**src/rtl/array_seq_pkg.sv**
```systemverilog
// array_seq_pkg: shared types and phase-length helpers for the systolic
// array sequencer (array_seq) and its row skew line.
package array_seq_pkg;

    typedef enum logic [2:0] {
        ST_IDLE    = 3'd0,
        ST_WLOAD   = 3'd1,
        ST_COMPUTE = 3'd2,
        ST_DRAIN   = 3'd3,
        ST_FIN     = 3'd4
    } seq_state_t;

    // COMPUTE must cover the base window plus the full row and column skew
    // so that the last mac_done reaches the far column.
    function automatic logic [31:0] compute_len(input logic [31:0] h,
                                                input logic [31:0] w,
                                                input logic [31:0] l);
        return l + h + w - 32'd2;
    endfunction

    // DRAIN shifts HEIGHT partial sums out of every column, with each
    // column starting one cycle after its left neighbour.
    function automatic logic [31:0] drain_len(input logic [31:0] h,
                                              input logic [31:0] w);
        return h + w - 32'd1;
    endfunction

endpackage

```
**src/rtl/skew_line.sv**
```systemverilog
// skew_line: TAPS-deep shift register carrying the three base row signals
// (enable, clear, mac_done). Tap h is the base delayed by h cycles, so tap 0
// is the undelayed (but registered) base. A synchronous flush empties every
// tap so an aborted tile leaves nothing in flight.
module skew_line
    import array_seq_pkg::*;
#(
    parameter int TAPS = 4
) (
    input  logic            clk,
    input  logic            rst,
    input  logic            flush_i,
    input  logic [2:0]      base_i,
    output logic [TAPS-1:0] en_tap_o,
    output logic [TAPS-1:0] clr_tap_o,
    output logic [TAPS-1:0] done_tap_o
);

    logic [2:0] taps_q [TAPS];

    // Shift the base signals down the rows, clearing everything on flush.
    always_ff @(posedge clk or posedge rst) begin
        if (rst) begin
            for (int h = 0; h < TAPS; h++) taps_q[h] <= 3'b000;
        end else if (flush_i) begin
            for (int h = 0; h < TAPS; h++) taps_q[h] <= 3'b000;
        end else begin
            taps_q[0] <= base_i;
            for (int h = 1; h < TAPS; h++) taps_q[h] <= taps_q[h-1];
        end
    end

    // Unpack the taps into per-signal row vectors.
    always_comb begin
        en_tap_o   = '0;
        clr_tap_o  = '0;
        done_tap_o = '0;
        for (int h = 0; h < TAPS; h++) begin
            en_tap_o[h]   = taps_q[h][2];
            clr_tap_o[h]  = taps_q[h][1];
            done_tap_o[h] = taps_q[h][0];
        end
    end

endmodule

```
**src/rtl/array_seq.sv**
```systemverilog
// array_seq: sequencer for a HEIGHT x WIDTH rate-coded systolic MAC array.
// Runs one tile through weight load, skewed compute and output drain, and
// reports completion with a busy/done handshake. Every output is a register
// loaded from the next-state decode, so no input reaches an output
// combinationally.
// Optional feature: define ARRAY_SEQ_PERF_EN to add the perf_cycles busy-cycle
// counter output.
module array_seq
    import array_seq_pkg::*;
#(
    parameter int HEIGHT     = 4,
    parameter int WIDTH      = 4,
    parameter int MAC_CYCLES = 16,
    parameter int LWIDTH     = 8
) (
    input  logic              clk,
    input  logic              rst,
    input  logic              start,
    input  logic [LWIDTH-1:0] cfg_len,
    input  logic              abort,
    output logic              busy,
    output logic              done,
    output logic              w_rd,
    output logic              ifm_rd,
    output logic [HEIGHT-1:0] en_i,
    output logic [HEIGHT-1:0] clr_i,
    output logic [HEIGHT-1:0] mac_done,
    output logic [WIDTH-1:0]  en_w,
    output logic [WIDTH-1:0]  clr_w,
    output logic [WIDTH-1:0]  en_o,
    output logic [WIDTH-1:0]  clr_o
`ifdef ARRAY_SEQ_PERF_EN
    ,
    output logic [31:0]       perf_cycles
`endif
);

    // Phase counter must hold the longest phase (COMPUTE at maximum cfg_len).
    localparam int PW = $clog2(((2 ** LWIDTH) - 1) * MAC_CYCLES + HEIGHT + WIDTH + 1);
    localparam int MW = $clog2(MAC_CYCLES);
    localparam logic [PW-1:0] WLOAD_LAST = PW'(HEIGHT - 1);
    localparam logic [PW-1:0] DRAIN_LAST = PW'(drain_len(HEIGHT, WIDTH) - 32'd1);
    localparam logic [MW-1:0] MC_LAST    = MW'(MAC_CYCLES - 1);

    seq_state_t        state_q, state_d;
    logic [PW-1:0]     cnt_q, cnt_d;
    logic [MW-1:0]     mc_q, mc_d;
    logic [LWIDTH-1:0] vec_q, vec_d;
    logic [LWIDTH-1:0] len_q, len_d;
    logic [PW-1:0]     comp_last_s;

    logic              base_en_s, base_clr_s, base_done_s;
    logic              busy_d, done_d, ifm_rd_d;
    logic [WIDTH-1:0]  en_w_d, clr_w_d, en_o_d, clr_o_d;

    logic              busy_q, done_q, ifm_rd_q;
    logic [WIDTH-1:0]  en_w_q, clr_w_q, en_o_q, clr_o_q;

    // Last COMPUTE cycle index depends on the latched tile length.
    always_comb begin
        comp_last_s = PW'(compute_len(32'(HEIGHT), 32'(WIDTH),
                                      32'(len_q) * 32'(MAC_CYCLES)) - 32'd1);
    end

    // Next-state, phase counter and vector counter logic.
    always_comb begin
        state_d = state_q;
        cnt_d   = cnt_q;
        mc_d    = mc_q;
        vec_d   = vec_q;
        len_d   = len_q;
        case (state_q)
            ST_IDLE: begin
                if (start && (cfg_len != '0)) begin
                    state_d = ST_WLOAD;
                    len_d   = cfg_len;
                    cnt_d   = '0;
                end else begin
                    state_d = ST_IDLE;
                end
            end
            ST_WLOAD: begin
                if (cnt_q == WLOAD_LAST) begin
                    state_d = ST_COMPUTE;
                    cnt_d   = '0;
                    mc_d    = '0;
                    vec_d   = '0;
                end else begin
                    cnt_d = cnt_q + PW'(1);
                end
            end
            ST_COMPUTE: begin
                if (cnt_q == comp_last_s) begin
                    state_d = ST_DRAIN;
                    cnt_d   = '0;
                end else begin
                    cnt_d = cnt_q + PW'(1);
                end
                // Vector counter stops once cfg_len vectors have streamed.
                if (vec_q != len_q) begin
                    if (mc_q == MC_LAST) begin
                        mc_d  = '0;
                        vec_d = vec_q + LWIDTH'(1);
                    end else begin
                        mc_d = mc_q + MW'(1);
                    end
                end else begin
                    mc_d  = mc_q;
                    vec_d = vec_q;
                end
            end
            ST_DRAIN: begin
                if (cnt_q == DRAIN_LAST) begin
                    state_d = ST_FIN;
                    cnt_d   = '0;
                end else begin
                    cnt_d = cnt_q + PW'(1);
                end
            end
            ST_FIN: begin
                state_d = ST_IDLE;
                cnt_d   = '0;
            end
            default: begin
                state_d = ST_IDLE;
                cnt_d   = '0;
            end
        endcase
        if (abort && (state_q != ST_IDLE)) begin
            state_d = ST_IDLE;
            cnt_d   = '0;
        end else begin
            state_d = state_d;
        end
    end

    // Decode next-cycle output values from the next state and counters.
    always_comb begin
        base_en_s   = (state_d == ST_COMPUTE) && (vec_d != len_q);
        base_clr_s  = (state_d == ST_COMPUTE) && (vec_d == '0) && (mc_d == '0);
        base_done_s = (state_d == ST_COMPUTE) && (vec_d == (len_q - LWIDTH'(1)))
                      && (mc_d == MC_LAST);
        ifm_rd_d    = base_en_s;
        busy_d      = (state_d != ST_IDLE);
        done_d      = (state_d == ST_FIN);
        en_w_d      = {WIDTH{state_d == ST_WLOAD}};
        clr_w_d     = {WIDTH{(state_d == ST_WLOAD) && (cnt_d == '0)}};
        en_o_d      = '0;
        clr_o_d     = '0;
        for (int w = 0; w < WIDTH; w++) begin
            en_o_d[w]  = (state_d == ST_DRAIN) && (cnt_d >= PW'(w))
                         && (cnt_d < PW'(w + HEIGHT));
            clr_o_d[w] = (state_d == ST_DRAIN) && (cnt_d == PW'(w + HEIGHT - 1));
        end
    end

    // State and counter registers.
    always_ff @(posedge clk or posedge rst) begin
        if (rst) begin
            state_q <= ST_IDLE;
            cnt_q   <= '0;
            mc_q    <= '0;
            vec_q   <= '0;
            len_q   <= '0;
        end else begin
            state_q <= state_d;
            cnt_q   <= cnt_d;
            mc_q    <= mc_d;
            vec_q   <= vec_d;
            len_q   <= len_d;
        end
    end

    // Output registers for the unskewed controls.
    always_ff @(posedge clk or posedge rst) begin
        if (rst) begin
            busy_q   <= 1'b0;
            done_q   <= 1'b0;
            ifm_rd_q <= 1'b0;
            en_w_q   <= '0;
            clr_w_q  <= '0;
            en_o_q   <= '0;
            clr_o_q  <= '0;
        end else begin
            busy_q   <= busy_d;
            done_q   <= done_d;
            ifm_rd_q <= ifm_rd_d;
            en_w_q   <= en_w_d;
            clr_w_q  <= clr_w_d;
            en_o_q   <= en_o_d;
            clr_o_q  <= clr_o_d;
        end
    end

    skew_line #(
        .TAPS (HEIGHT)
    ) u_skew (
        .clk        (clk),
        .rst        (rst),
        .flush_i    (abort),
        .base_i     ({base_en_s, base_clr_s, base_done_s}),
        .en_tap_o   (en_i),
        .clr_tap_o  (clr_i),
        .done_tap_o (mac_done)
    );

    assign busy   = busy_q;
    assign done   = done_q;
    assign ifm_rd = ifm_rd_q;
    assign en_w   = en_w_q;
    assign w_rd   = en_w_q[0];
    assign clr_w  = clr_w_q;
    assign en_o   = en_o_q;
    assign clr_o  = clr_o_q;

`ifdef ARRAY_SEQ_PERF_EN
    logic        accept_s;
    logic [31:0] perf_q;

    assign accept_s = (state_q == ST_IDLE) && start && (cfg_len != '0);

    // Saturating count of busy cycles, restarted by each accepted tile.
    always_ff @(posedge clk or posedge rst) begin
        if (rst) begin
            perf_q <= 32'd0;
        end else if (accept_s) begin
            perf_q <= 32'd0;
        end else if (busy_q && (perf_q != 32'hFFFF_FFFF)) begin
            perf_q <= perf_q + 32'd1;
        end else begin
            perf_q <= perf_q;
        end
    end

    assign perf_cycles = perf_q;
`endif

endmodule

```
**config.mk**
```make
export PLATFORM = sky130hd
export DESIGN_NAME = array_seq
export DESIGN_NICKNAME = d
export VERILOG_FILES = /design/src/rtl/array_seq_pkg.sv /design/src/rtl/skew_line.sv /design/src/rtl/array_seq.sv
export SDC_FILE = /design/constraint.sdc
export NUM_CORES = 1
export LEC_CHECK = 0
export CAP_MARGIN = 5
export CELL_PAD_IN_SITES_DETAIL_PLACEMENT = 0
export CELL_PAD_IN_SITES_GLOBAL_PLACEMENT = 1
export CORE_AREA = 4 4 77 114
export CTS_BUF_LIST = sky130_fd_sc_hd__clkbuf_8
export DETAILED_ROUTE_END_ITERATION = 10
export DIE_AREA = 0 0 81 118
export GPL_TIMING_DRIVEN = 0
export MAX_ROUTING_LAYER = met4
export PLACE_DENSITY = 0.87
export SLEW_MARGIN = 20
export SYNTH_ARGS = -nofsm -noshare
export SYNTH_HDL_FRONTEND = slang
export SYNTH_SLANG_ARGS = --single-unit
export TNS_END_PERCENT = 5
```
**constraint.sdc**
```tcl
create_clock -name clk -period 5.72 [get_ports clk]
set_input_delay 0.858 -clock clk [delete_from_list [all_inputs] [get_ports clk]]
set_output_delay 0.858 -clock clk [all_outputs]
set_load 0.01 [all_outputs]
```
**After elaboration in Yosys (flattened, before gate mapping)**

Index checks and enable logic that the tools add are counted.

- $add $sub $neg: 8
- Equality and inequality tests: 19
- Magnitude comparators: 8
- Reductions and logical operators: 28
- Muxes and demuxes: 21

Operator list:

| operator | count |
|---|---|
| $mux W12 | 6 |
| $eq A12 B3 Y1 const B | 4 |
| $lt A12 B3 Y1 const B | 4 |
| $pmux W12 S4 | 1 |
| $add A12 B3 Y12 const B | 2 |
| $eq A12 B2 Y1 const B | 2 |
| $ge A12 B1 Y1 const B | 2 |
| $ge A12 B2 Y1 const B | 2 |
| $mux W8 | 3 |
| $sub A12 B2 Y12 const B | 2 |
| $logic_and A1 B1 Y1 | 20 |
| $ne A8 B8 Y1 | 2 |
| $pmux W8 S2 | 1 |
| $add A12 B1 Y12 const B | 1 |
| $eq A12 B12 Y1 | 1 |
| $eq A3 B2 Y1 const B | 4 |
| $logic_not A12 Y1 | 1 |
| $mux W3 | 4 |
| $mux W4 | 3 |
| $pmux W3 S4 | 1 |
| $add A8 B1 Y8 const B | 1 |
| $eq A4 B4 Y1 const B | 2 |
| $eq A8 B8 Y1 | 1 |
| $logic_not A8 Y1 | 1 |
| other kinds (11) | 13 |

- Input port bits: 12
- Logic and storage cells: 100
- Register bits: 60

**Longest topological paths before layout**

- Depth in word-level cells: 12
- Gate-level depth with buffers: 11

**Modules after synthesis**

Synthesis repeated with hierarchy kept, for this count alone.

- Cell total of the unflattened synthesis: 411
- Area, all modules: 3871.2 sq um

Modules (own cells, without submodules):

| module | sequential area each (sq um) | cells an instance | area each (sq um) | times used |
|---|---|---|---|---|
| array_seq | 1201.2 | 385 | 3440.8 | 1 |
| skew_line | 300.3 | 26 | 430.4 | 1 |

**Least setup slack after synthesis**

No wires, ideal clock.

- Kind: register -> register
- From: register state_q[2]
- To: register u_skew.taps_q, in the netlist u_skew.done_tap_o[0]
- Slack: 2.996 ns
- Data required time: 5.613 ns
- Data arrival time: 2.617 ns
- Cell stages (with the launch flop): 11
- Cell sequence: dfrtp_1 clkbuf_1 or3b_1 clkbuf_1 buf_2 a211oi_1 mux2i_1 xnor2_1 a21oi_1 nand4b_1 a2111oi_4

RTL lines:

| item | line | text |
|---|---|---|
| from (decl) | array_seq.sv:45 | `seq_state_t state_q, state_d;` |
| from (signal assigned) | array_seq.sv:166 | `state_q <= state_d;` |
| $eq A3 B2 Y1 / $eq A3 B1 Y1 (equally long branches) | array_seq.sv:72 | `case (state_q)` |
| $pmux W8 S2 (*) | array_seq.sv:72 |  |
| net vec_d[1] | array_seq.sv:48 | `logic [LWIDTH-1:0] vec_q, vec_d;` |
| $eq A8 B8 Y1 (*) | array_seq.sv:141 | `base_done_s = (state_d == ST_COMPUTE) && (vec_d == (len_q - LWIDTH'(1)))` |
| $logic_and A1 B1 Y1 (*) | array_seq.sv:141 |  |
| $logic_and A1 B1 Y1 (*) | array_seq.sv:142 | `&& (mc_d == MC_LAST);` |
| $mux W12 (*) | skew_line.sv:25 | `end else if (flush_i) begin` |
| to (decl) | skew_line.sv:19 | `logic [2:0] taps_q [TAPS];` |

The timed path passes the listed nets; every way through them passes the cells marked *.
A chain may end at the register's enable or synchronous reset.

**Final worst setup path**

- From: register cnt_q[0]
- To: register u_skew.taps_q, in the netlist u_skew.done_tap_o[0]

RTL lines:

| item | line | text |
|---|---|---|
| from (decl) | array_seq.sv:46 | `logic [PW-1:0] cnt_q, cnt_d;` |
| from (signal assigned) | array_seq.sv:167 | `cnt_q <= cnt_d;` |
| $eq A12 B2 Y1 | array_seq.sv:83 | `if (cnt_q == WLOAD_LAST) begin` |
| $mux W8 | array_seq.sv:83 |  |
| $pmux W8 S2 | array_seq.sv:72 |  |
| net vec_d[6] | array_seq.sv:48 |  |
| $eq A8 B8 Y1 | array_seq.sv:141 |  |
| $logic_and A1 B1 Y1 | array_seq.sv:141 |  |
| $logic_and A1 B1 Y1 | array_seq.sv:142 |  |
| $mux W12 | skew_line.sv:25 |  |

The timed path passes the listed nets, and every way through them passes these cells.

==> impl_results.md <==
- Status: complete, no violations
- Worst-path clk slew: 0.08 ns
- # diodes: 0
- Post-DP Area: 4240 µm²
- Reg2reg path depth: 9
- MaxCap Viol Count: 0
- Setup violators final: 0
- Core area: 7710 µm²
- Proportion of layout cells with a drive suffix above 1: 12.4%
- I/O Pins: 44
- Clk buf depth: 2
- ANT nets after route: 0
- CTS H-tree lvls: 3
- Register area share after synthesis: between 40% and 50%
- Fillcell total: 730
- CTS tree: built
- WL final: ~9300 µm
- Min-Delay Path Depth: 1
- Ys async rst share: 100%
- Rel. slew slack: 38.0%
- Via/cell ratio: 5.68
- VDD IR-drop max: 0.249 mV
- Fin crit share: about three fifths
- Crit-path max FO: 7
- Cells after Synth: 391
- CP Class: reg -> reg
- Post-layout net count: 464
- Top_reg_cell synth: dfrtp_1
- Min Tclk post-route: ~3.4 ns
- Critical Path AT: 3.66 ns
- Setup TNS: 0 ns
- Die Y-Extent: 118 µm
- Total track usage: 21.4%
- Final hold violation count: 0
- Worst-case clock skew: ~0.0081 ns
- Fin. max-slew vios: 0
- IO Port Bufs: 43
- Final core occ: roughly 58%
- CTS root buf: clkbuf_8
- Postcts setup bufs: 0
- TritonCTS Buffers: 9
- Count of cell types in the netlist: 65
- RSZ-0062 raised after global routing: no
- Cell area after synthesis: between 3000 and 4000 µm²
- Reg-to-reg slack, setup: 2.29 ns
- CP required: 5.95 ns
- Number of detailed-route iterations in the first pass: 5
- Syn Nets: 409
- FP Rows: 39
- Die area: 9560 µm²
- Final Wtd Congestion: 0.913
- Largest net degree at the start of global routing: 43
- Synth warnings: 0
- Worst Setup SP: cnt_q[0]
- Total grt overflow: 0
- Final HPWL DP: 7060 µm
- EDFF count, synth: 0
- Initial Util: 47.5%
- Flops & latches, synth: 60
- Pwr dens: 411 nW/µm²
- CP endpoint: u_skew.done_tap_o[0]
- Total number of vias: 3142
- Slew at the pin closest to its max-slew limit: 0.923 ns
- Startpoint types: flop
- DR iter-0 viols: 285
- Fmax: 292 MHz
- Critical R2R Launch: cnt_q[0]
- Syn Area/Cell: between 9 and 10 µm²
- Initial antenna violation count: 0
- First-pass GRT wire length: 15600 µm
- Layout area overhead: 21.9%
- Design Area, Final: approximately 4500 µm²
- PostCTS Resize Cnt: 0
- Chip width: 81 µm
- Hold buffer count at cts: 0
- Clock latency on the worst-skew pair: 0.35 ns
- Setup crit end kind: flop
- Vias in the first global route: 3155
- Avg WL per Cell: roughly 17 µm
- Hold crit path type: reg -> reg
- Leakage power: 1.87 nW
- Drt drc: 0
- R2R Path End: u_skew.done_tap_o[0]
- Clock sinks: 60
-- through the flow --
stage          hold WS (ns)  setup slack (ns)  power [W]  cells
6_report              0.503              2.29    0.00183    553
5_1_grt               0.528              2.08    0.00196    553
4_1_cts               0.508              2.31    0.00184    553
3_5_place_dp          0.490              2.00    0.00141    537
3_3_place_gp          0.473              2.02    0.00139    536
2_1_floorplan         0.521              3.00    0.00115    391
-- cells by family (layout without fill, tap and decap cells) --
| family | Yosys count | in the layout | synth area share, % |
|---|---|---|---|
| adder cells (fa/ha/maj) | 6 | 6 | 2.05 |
| AND/OR/NAND/NOR | 153 | 153 | 23.0 |
| multiplexers | 15 | 15 | 4.75 |
| XOR/XNOR | 33 | 33 | 8.27 |
| flip-flops | 60 | 60 | 41.0 |
| AO/OA/AOI/OAI | 81 | 81 | 15.1 |
| buffers and inverters | 43 | 103 | 5.88 |
-- routing by layer --
layer / part of all wire, % / wire [µm] / GRT usage (%)
met2: 56 / 5220 / 38.0
met5: 0 / 0 / -
met4: 2.7 / 251 / 8.25
met1: 38 / 3520 / 22.7
met3: 3.6 / 334 / 4.21
-- cell usage after synthesis, types with 9 or more instances --
library cell,number,share of area [%]
clkbuf_1,11,1.1
nor2b_1,11,1.9
dfrtp_1,60,41
xnor2_1,19,4.5
nor3_1,15,2.0
nand2_1,37,3.8
mux2_2,9,2.8
inv_1,14,1.4
o21ai_0,21,2.9
a21oi_1,17,2.3
nand3_1,10,1.4
nor2_1,18,1.8
xor2_1,13,3.1
nor4_1,14,2.4
-- worst max-delay path: stages (launching register included) --
cell	delay, ns
dfrtp_1	0.43
ha_1	0.27
nor3b_1	0.42
nand4_1	0.38
nand2_1	0.28
o21a_1	0.19
mux2i_4	0.10
xnor2_1	0.24
or4b_4	0.58
a2111oi_4	0.41
-- cell type report --
type / count / area [µm²] / share of cell area [%]
Timing Repair Buffer: 44 / 450 / 10.1
Sequential cell: 60 / 1500 / 33.6
Clock inverter: 7 / 97.6 / 2.19
Buffer: 29 / 163 / 3.64
Inverter: 14 / 55.1 / 1.23
Clock buffer: 9 / 124 / 2.77
Tap cell: 102 / 128 / 2.86
Multi-Input combinational cell: 288 / 1950 / 43.6
-- state kept, by name, indices dropped and copies added, names as in the netlist --
register and flops:
u_skew.done_tap_o 4, done 1, state_q 3, u_skew.en_tap_o 4, en_w 1, u_skew.clr_tap_o 4
ifm_rd 1, clr_o 4, clr_w 1, busy 1, len_q 8, en_o 4
mc_q 4, cnt_q 12, vec_q 8
-- where the power goes --
group,internal [W],switching (W),total (W)
combinational,0.000370,0.000471,0.000841
clock,0.000247,0.000186,0.000433
sequential,0.000495,0.0000652,0.000560
-- how the worst min path moves through the flow --
stage | endpoint | startpoint | slack (ns)
after floorplan | mc_q[1] | mc_q[1] | 0.52
after global placement | u_skew.en_tap_o[2] | u_skew.en_tap_o[1] | 0.47
after detailed placement | u_skew.clr_tap_o[1] | u_skew.clr_tap_o[0] | 0.49
after CTS | u_skew.done_tap_o[2] | u_skew.done_tap_o[1] | 0.51
after global routing | u_skew.clr_tap_o[1] | u_skew.clr_tap_o[0] | 0.53
final | u_skew.done_tap_o[2] | u_skew.done_tap_o[1] | 0.50
-- layout by cell type (no fill, tap or decap), drive strengths merged, types with 7 or more instances in the layout --
cell type       n
a21oi          17
and3            7
buf            19
clkbuf         20
clkdlybuf4s50  43
dfrtp          60
inv            16
mux2            9
nand2          38
nand3          10
nand4           8
nor2           19
nor2b          11
nor3           15
nor3b           9
nor4           14
o21ai          28
xnor2          19
xor2           13
(Power assumes the default switching activity.)
